<file path="src/rtl/native_rr_arbiter_pkg.sv">
// Shared definitions for the native round-robin arbiter family:
// FSM state encoding and the index-width helper used by arbiter and selector.
package native_rr_arbiter_pkg;

    typedef enum logic {
        ST_IDLE = 1'b0,
        ST_BUSY = 1'b1
    } arb_state_e;

    // Width of a master index; a single master still needs one bit.
    function automatic int idx_w(input int n);
        return (n > 1) ? $clog2(n) : 1;
    endfunction

endpackage

</file>
<file path="src/rtl/native_rr_sel.sv">
// Combinational round-robin selector: first set request bit at or above the
// pointer, wrapping at N. Shared with the multi-slave crossbar arbiters.
module native_rr_sel
    import native_rr_arbiter_pkg::*;
#(
    parameter int N     = 2,
    parameter int IDX_W = idx_w(N)
) (
    input  logic [N-1:0]     i_req,
    input  logic [IDX_W-1:0] i_ptr,
    output logic [IDX_W-1:0] o_idx,
    output logic             o_any
);

    // Modulo keeps the candidate inside 0..N-1 even for non-power-of-2 N.
    function automatic logic [IDX_W-1:0] wrap_add(input logic [IDX_W-1:0] base,
                                                  input int ofs);
        int sum;
        sum = (int'(base) + ofs) % N;
        return sum[IDX_W-1:0];
    endfunction

    logic [IDX_W-1:0] w_cand;

    always_comb begin
        o_idx  = '0;
        o_any  = 1'b0;
        w_cand = '0;
        for (int k = 0; k < N; k++) begin
            w_cand = wrap_add(i_ptr, k);
            if (!o_any && i_req[w_cand]) begin
                o_any = 1'b1;
                o_idx = w_cand;
            end
        end
    end

endmodule

</file>
<file path="src/rtl/native_rr_arbiter.sv">
// Round-robin arbiter sharing one native slave among N_MASTERS native masters,
// one transaction at a time with an IDLE cycle between grants.
module native_rr_arbiter
    import native_rr_arbiter_pkg::*;
#(
    parameter int N_MASTERS = 2,
    parameter int ADDR_W    = 32,
    parameter int DATA_W    = 32,
    parameter int STRB_W    = DATA_W / 8
) (
    input  logic                            clk,
    input  logic                            rst,
    input  logic [N_MASTERS-1:0]            m_valid,
    output logic [N_MASTERS-1:0]            m_ready,
    input  logic [N_MASTERS*ADDR_W-1:0]     m_addr,
    input  logic [N_MASTERS*DATA_W-1:0]     m_wdata,
    input  logic [N_MASTERS*STRB_W-1:0]     m_wstrb,
    output logic [DATA_W-1:0]               m_rdata,
    output logic                            s_valid,
    input  logic                            s_ready,
    output logic [ADDR_W-1:0]               s_addr,
    output logic [DATA_W-1:0]               s_wdata,
    output logic [STRB_W-1:0]               s_wstrb,
    input  logic [DATA_W-1:0]               s_rdata,
    output logic [idx_w(N_MASTERS)-1:0]     grant_o
);

    localparam int IDX_W = idx_w(N_MASTERS);
    localparam logic [IDX_W-1:0] LAST_IDX = IDX_W'(N_MASTERS - 1);

    arb_state_e       r_state;
    arb_state_e       w_state_nxt;
    logic [IDX_W-1:0] r_grant;
    logic [IDX_W-1:0] w_grant_nxt;
    logic [IDX_W-1:0] r_ptr;
    logic [IDX_W-1:0] w_ptr_nxt;
    logic [IDX_W-1:0] w_sel_idx;
    logic             w_sel_any;
    logic             w_done;

    native_rr_sel #(
        .N     (N_MASTERS),
        .IDX_W (IDX_W)
    ) u_sel (
        .i_req (m_valid),
        .i_ptr (r_ptr),
        .o_idx (w_sel_idx),
        .o_any (w_sel_any)
    );

    always_ff @(posedge clk or posedge rst) begin
        if (rst) begin
            r_state <= ST_IDLE;
            r_grant <= '0;
            r_ptr   <= '0;
        end else begin
            r_state <= w_state_nxt;
            r_grant <= w_grant_nxt;
            r_ptr   <= w_ptr_nxt;
        end
    end

    // s_valid comes straight from the state register, so it never follows
    // m_valid combinationally and drops the moment rst is asserted.
    assign s_valid = (r_state == ST_BUSY);
    assign w_done  = s_valid & s_ready;

    always_comb begin
        w_state_nxt = r_state;
        w_grant_nxt = r_grant;
        w_ptr_nxt   = r_ptr;
        case (r_state)
            ST_IDLE: begin
                if (w_sel_any) begin
                    w_grant_nxt = w_sel_idx;
                    w_state_nxt = ST_BUSY;
                end
            end
            ST_BUSY: begin
                if (s_ready) begin
                    w_ptr_nxt   = (r_grant == LAST_IDX) ? '0 : r_grant + 1'b1;
                    w_state_nxt = ST_IDLE;
                end
            end
            default: w_state_nxt = ST_IDLE;
        endcase
    end

    always_comb begin
        m_ready = '0;
        if (w_done) begin
            m_ready[r_grant] = 1'b1;
        end
    end

    always_comb begin
        s_addr  = m_addr[ADDR_W-1:0];
        s_wdata = m_wdata[DATA_W-1:0];
        s_wstrb = m_wstrb[STRB_W-1:0];
        for (int i = 0; i < N_MASTERS; i++) begin
            if (r_grant == IDX_W'(i)) begin
                s_addr  = m_addr[i*ADDR_W +: ADDR_W];
                s_wdata = m_wdata[i*DATA_W +: DATA_W];
                s_wstrb = m_wstrb[i*STRB_W +: STRB_W];
            end
        end
    end

    assign m_rdata = s_rdata;
    assign grant_o = r_grant;

endmodule
</file>
<file path="config.mk">
export PLATFORM = sky130hd
export DESIGN_NAME = native_rr_arbiter
export DESIGN_NICKNAME = d
export VERILOG_FILES = /design/src/rtl/native_rr_arbiter_pkg.sv /design/src/rtl/native_rr_sel.sv /design/src/rtl/native_rr_arbiter.sv
export SDC_FILE = /design/constraint.sdc
export NUM_CORES = 1
export LEC_CHECK = 0
export BUFFER_PORTS_ARGS = -buffer_cell sky130_fd_sc_hd__buf_2
export CORE_AREA = 2 2 106 108
export CTS_CLUSTER_DIAMETER = 80
export DETAILED_ROUTE_END_ITERATION = 8
export DIE_AREA = 0 0 108 110
export GPL_TIMING_DRIVEN = 0
export PLACE_DENSITY = 0.51
export REMOVE_ABC_BUFFERS = 1
export SLEW_MARGIN = 20
export SYNTH_ARGS = -nofsm -noshare
export SYNTH_HDL_FRONTEND = slang
export SYNTH_SLANG_ARGS = --single-unit
</file>
<file path="constraint.sdc">
create_clock -name clk -period 1.13 [get_ports clk]
set_clock_uncertainty 0.15 [all_clocks]
set_input_delay 0.0565 -clock clk [delete_from_list [all_inputs] [get_ports clk]]
set_output_delay 0.0565 -clock clk [all_outputs]
set_load 0.05 [all_outputs]
</file>
==> results of run 1 <==
-- routing by layer --
metal | GRT usage (%) | up-vias | wire, um
li1 | - | 837 | -
met1 | 14.6 | 801 | 3240
met2 | 19.5 | 119 | 4120
met3 | 3.12 | 12 | 657
met4 | 2.66 | 0 | 97
met5 | 0 | - | 0
-- cells by family after synthesis --
kind of cell	share of synthesized area, %
AO/OA/AOI/OAI	1.45
buffers and inverters	25.5
flip-flops	4.85
multiplexers	65.7
AND/OR/NAND/NOR	2.50
-- sequential cells by signal, indices dropped and copies added, names as in the netlist --
signal	count
grant_o	1
r_ptr	1
s_valid	1
-- through the flow --
| step | power [W] | worst slack (ns) | setup TNS, ns |
|---|---|---|---|
| final | 0.00555 | -0.606 | -37.75 |
| after detailed placement | 0.00403 | -0.820 | -45.43 |
| after floorplan | 0.00290 | -2.87 | -182.93 |
| after global placement | 0.00345 | -2.91 | -203.12 |
| after global routing | 0.00576 | -0.639 | -40.31 |
| after CTS | 0.00555 | -0.609 | -39.20 |
-- cell usage after synthesis --
cell and number:
mux2_4 67, buf_4 32, buf_12 7, dfrtp_1 3
nand2_1 2, nor2_1 2, nor2b_1 2, a21oi_1 1
a2bb2oi_1 1, and3_4 1, buf_6 1, inv_1 1
mux2_2 1, o31a_1 1
-- layout make-up --
| type | count | area (um^2) | area share, % |
|---|---|---|---|
| Clock buffer | 4 | 45.0 | 1.33 |
| Inverter | 1 | 3.75 | 0.111 |
| Tap cell | 140 | 175 | 5.17 |
| Multi-Input combinational cell | 78 | 1100 | 32.4 |
| Timing Repair Buffer | 254 | 1990 | 58.7 |
| Sequential cell | 3 | 78.8 | 2.32 |
-- worst max path at each step --
stage | start | end | slack [ns] | cells past startpoint
3_5_place_dp | grant_o | s_wdata[11] | -0.82 | 3
4_1_cts | grant_o | s_addr[13] | -0.61 | 4
3_3_place_gp | grant_o | m_ready[1] | -2.91 | 2
6_report | grant_o | s_wdata[1] | -0.61 | 4
2_1_floorplan | grant_o | m_ready[0] | -2.87 | 1
5_1_grt | grant_o | s_wdata[1] | -0.64 | 4
-- where the power goes --
| group | internal (W) | switching [W] |
|---|---|---|
| clock | 0.000241 | 0.0000736 |
| combinational | 0.00216 | 0.00289 |
| sequential | 0.000139 | 0.0000518 |
| total | 0.00254 | 0.00302 |
-- cell usage in the layout, fill, tap and decap left out, drive strengths merged --
cell / netlist / routed
dfrtp: 3 / 3
dlygate4sd3: 0 / 12
inv: 1 / 1
mux2: 68 / 68
and3: 1 / 1
a2bb2oi: 1 / 1
clkbuf: 0 / 4
nand2: 2 / 2
nor2: 2 / 2
buf: 40 / 219
a21oi: 1 / 1
o31a: 1 / 1
nor2b: 2 / 2
dlymetal6s4s: 0 / 23
-- tightest hold or removal path: cells and delay by family --
kind / cells / cell delay, ns
AND/OR/NAND/NOR: 1 / 0.07
buffers and inverters: 1 / 0.11
AO/OA/AOI/OAI: 1 / 0.10
-- timing repair --
action                                  in CTS  in global routing
endpoints found under the hold margin       37                  0
cloned                                       1                  0
endpoints found under the setup margin      74                 97
gates resized for setup                    140                 26
hold buffers                                35                  0
pin swaps                                    1                  1
buffers inserted                             5                  1
==> results.yml, run 1 <==
job:
  maxCapViolations: 0
sta:
  timing.final.ws_setup_ns: -0.606
  rsz0062_at_grt: "true"
  timing.hold.ws_ns: 0.00379
  setup-violations-final: 73
  max_freq_mhz: 576
  period_needed_ns: 1.74
  max_slew_margin_pct: 58.2
  tightest_slew_ns: 0.630
  period_share_pct: 154
  finalHoldViolCount: 0
  drv_slew: 0
clock_tree:
  cts_max_path_buffers: 2
  ctsHtreeMaxLevel: 1
  tritoncts: "done"
  clock_latency_ns: 0.22
  cts_num_sinks: 3
  path_clk_slew_ns: 0.03
  cts_buffers: 3
  cts_root_buf: "clkbuf_8"
final_layout:
  fin_util_pct: 31.7
  num-fill-cells: 1104
  diodes: 0
  nets: 514
  syn_to_final_growth_pct: 119
  design_area_um2: 3390
  drive_above_1_share_pct: 86.5
  stdcell_count: 480
critical_path:
  cpMaxStageDelayCell: "dfrtp_4"
  cp-start-kind: "flip-flop"
  reg2reg_to: "r_ptr"
  cpPeakStageDelay_ns: 0.54
  arrival_ns: 1.53
  crit_fanout: 15
  rr_worst_depth: 4
  crit_family: "flip-flops"
  reg2reg_from: "grant_o"
  path_cells: "buf_6 -> buf_12 -> mux2_4 -> buf_6"
  crit_path_end_kind: "primary output"
  cp_num_buf_inv: 3
  rrSetupSlack_ns: -0.13
  critPathRequiredTime_ns: 0.92
  crit_top_cell: "buf_6"
  critPathKind: "flip-flop to primary output"
detailed_routing:
  wire_per_inst_um: 16.9
  drt_first_iter_violations: 25
  wl_um: 8120
  dr_total_vias: 1769
  routed_via_density: 3.69
  drc: 0
  drt-pass1-iter-count: 4
  antenna_left: 0
place:
  io_buffers: 212
  place.detailed.hpwl_um: 5720
  gp_congestion: 0.686
  placed_area_um2: 2420
  post-place-cells: 435
die:
  dieArea_um2: 11900
  design.core.area_um2: 10700
  initial_utilization_pct: 14.5
  die_x_um: 108
  die_h_um: 110
  rows: 38
  design.portCount: 277
global_routing:
  first_global_vias: 1771
  antenna_found_initial: 0
  track_usage_pct: 11.5
  grt_max_degree: 22
  grt_pass1_wl_um: 10000
  gr-total-overflow: 0
min_path:
  hp-start: "s_ready"
  hp-class: "input pin to flip-flop"
  hold_path_end: "r_ptr"
  hold_path_depth: 3
logic_synthesis:
  synth_area_leaders: "mux2_4 65%, buf_4 16%, buf_12 9.0%"
  netlist_area_um2: 1550
  synth_cells: 122
  ys_ff_latch: 3
  synth_cell_types: 14
  synth.avg_cell_area_um2: 12.7
  ys_seq_area_share_pct: 4.85
  yosysTopAreaCell: "mux2_4"
  synth_top_area_share_pct: 64.9
  yosys_warnings: 0
power_and_ir_drop:
  power_leakage_nw: 2.04
  powerDensity_nw_per_um2: 1640
  ir_drop_mv: 0.632
outcome:
  status: "finished with violations"
  violations: "negative setup slack"
Power figures use the tool's default switching activity.
==> run 2: changes to the inputs <==
--- a/config.mk
+++ b/config.mk
@@ -10,8 +10,7 @@
 export CTS_CLUSTER_DIAMETER = 80
 export DETAILED_ROUTE_END_ITERATION = 8
 export DIE_AREA = 0 0 108 110
-export GPL_TIMING_DRIVEN = 0
-export PLACE_DENSITY = 0.51
+export PLACE_DENSITY = 0.49
 export REMOVE_ABC_BUFFERS = 1
 export SLEW_MARGIN = 20
 export SYNTH_ARGS = -nofsm -noshare
==> constraint.sdc (replaced) <==
create_clock -name clk -period 2.25 [get_ports clk]
set_clock_uncertainty 0.15 [all_clocks]
set_input_delay 0.1125 -clock clk [delete_from_list [all_inputs] [get_ports clk]]
set_output_delay 0.1125 -clock clk [all_outputs]
set_load 0.05 [all_outputs]
==> run 2 against run 1 <==
Against the previous run: the flow now finishes without violations; design area decreased by 26%; critical path depth decreased by 1; register-to-register slack improved by 0.81 ns; cell count decreased by 7.9%; sequential share of layout area increased by 0.84 points; clock-buffer cell count unchanged; setup slack improved by 0.92 ns; routed wire length decreased by 20%; non-clock buffer count decreased by 38; first-iteration DRC count increased by 110%; combinational power decreased by 62%; power decreased by 61%.
==> results.yml, run 2 (synthesis results as in run 1) <==
clock_tree:
  clock_latency_ns: 0.21
  cts_buffers: 3
  cts_root_buf: "clkbuf_8"
  cts_max_path_buffers: 2
  ctsHtreeMaxLevel: 1
  cts_num_sinks: 3
  tritoncts: "done"
  path_clk_slew_ns: 0.03
sta:
  tightest_slew_ns: 0.540
  period_needed_ns: 1.93
  timing.hold.ws_ns: 0.0238
  timing.final.ws_setup_ns: 0.319
  period_share_pct: 85.8
  finalHoldViolCount: 0
  drv_slew: 0
  tns_ns: 0
  setup-violations-final: 0
  max_freq_mhz: 518
  max_slew_margin_pct: 64.0
  rsz0062_at_grt: "false"
global_routing:
  antenna_found_initial: 0
  grt_pass1_wl_um: 8160
  gr-total-overflow: 0
  first_global_vias: 1561
  track_usage_pct: 9.28
  grt_max_degree: 73
die:
  initial_utilization_pct: 14.5
  rows: 38
  design.portCount: 277
  die_x_um: 108
  die_h_um: 110
  dieArea_um2: 11900
  design.core.area_um2: 10700
critical_path:
  cp-start-kind: "flip-flop"
  arrival_ns: 1.67
  crit_family: "buffers and inverters"
  crit_end: "s_addr[31]"
  critPathKind: "flip-flop to primary output"
  critical_path_depth: 3
  cpMaxStageDelayCell: "dfrtp_4"
  cp_num_buf_inv: 2
  rrSetupSlack_ns: 0.68
  reg2reg_from: "s_valid"
  critPathRequiredTime_ns: 1.99
  path_cells: "buf_12 -> mux2_4 -> buf_2"
  crit_fanout: 72
  reg2reg_to: "s_valid"
  rr_worst_depth: 2
  crit_path_end_kind: "primary output"
  startpoint: "grant_o"
  cpPeakStageDelay_ns: 0.40
place:
  io_buffers: 212
  gp_congestion: 0.713
  preCtsSetupSlack_ns: 0.538
  place.detailed.hpwl_um: 5690
detailed_routing:
  dr_total_vias: 1704
  wire_per_inst_um: 14.7
  drc: 0
  drt_first_iter_violations: 52
  wl_um: 6480
  routed_via_density: 3.86
  drt-pass1-iter-count: 5
  antenna_left: 0
final_layout:
  fin_util_pct: 23.3
  num-fill-cells: 1165
  nets: 476
  final_common_cell: "buf_2"
  diodes: 0
  layout_common_cells: "212 x buf_2, 67 x mux2_4, 3 x clkbuf_8, 3 x dlygate4sd3_1"
  drive_above_1_share_pct: 94.7
  syn_to_final_growth_pct: 60.9
power_and_ir_drop:
  p_sw_share_pct: 59.0
  power_leakage_nw: 1.51
  pwr-share-clk_pct: 7.2
  ir_drop_mv: 0.325
  p_seq_share_pct: 3.7
  internal_power_w: 0.000881
  combPwrFrac_pct: 89.1
  powerDensity_nw_per_um2: 863
  power.switching_w: 0.00127
outcome:
  status: "finished, final reports clean"
min_path:
  hp-class: "input pin to flip-flop"
job:
  maxCapViolations: 0
run 2: power groups by stage:
stage | clock network [W] | registers (W) | logic (W)
floorplan | 0 | 0.000234 | 0.00148
global placement | 0 | 0.0000795 | 0.00191
detailed placement | 0 | 0.0000798 | 0.00193
CTS | 0.000158 | 0.0000792 | 0.00194
global route | 0.000165 | 0.0000813 | 0.00201
finish | 0.000155 | 0.0000792 | 0.00192
run 2: worst min-delay path by stage:
stage,slack (ns),endpoint,cells after the start,startpoint
2_1_floorplan,-0.28,grant_o,1,rst
3_3_place_gp,-0.16,s_valid,2,rst
3_5_place_dp,-0.16,s_valid,2,rst
4_1_cts,0.03,grant_o,3,m_valid[1]
5_1_grt,0.05,grant_o,3,m_valid[1]
6_report,0.02,grant_o,3,m_valid[1]
run 2: timing repair:
action	in CTS	in global routing
resized for setup	0	0
hold endpoints to repair	4	0
hold buffers	3	0
buffers inserted	0	0
run 2: layout make-up:
cell class              instances  area, um^2  share of cell area (%)
well taps                     140         175                    7.03
multi-input cells              78        1080                    43.3
inverters                       1        3.75                   0.151
clock buffers                   4        45.0                    1.81
repair buffers                216        1110                    44.6
flip-flops and latches          3        78.8                    3.16
run 2: metrics by stage:
stage	instances	area (um^2)	total power, W
floorplan	82	1160	0.00171
global placement	435	2420	0.00199
detailed placement	435	2420	0.00201
CTS	442	2490	0.00218
global route	442	2490	0.00225
finish	442	2490	0.00215
run 2: metal layers:
| layer | global-route usage (%) | vias up | share of wire [%] |
|---|---|---|---|
| met5 | 6.25 | - | 1.4 |
| met3 | 8.29 | 12 | 21 |
| li1 | - | 762 | - |
| met1 | 9.95 | 757 | 35 |
| met2 | 13.4 | 169 | 43 |
| met4 | 1.37 | 4 | 0.37 |
run 2: tightest hold or removal path: cells and delay by family:
kind	cells	cell delay [ns]
AO/OA/AOI/OAI	1	0.06
buffers and inverters	1	0.11
AND/OR/NAND/NOR	1	0.06
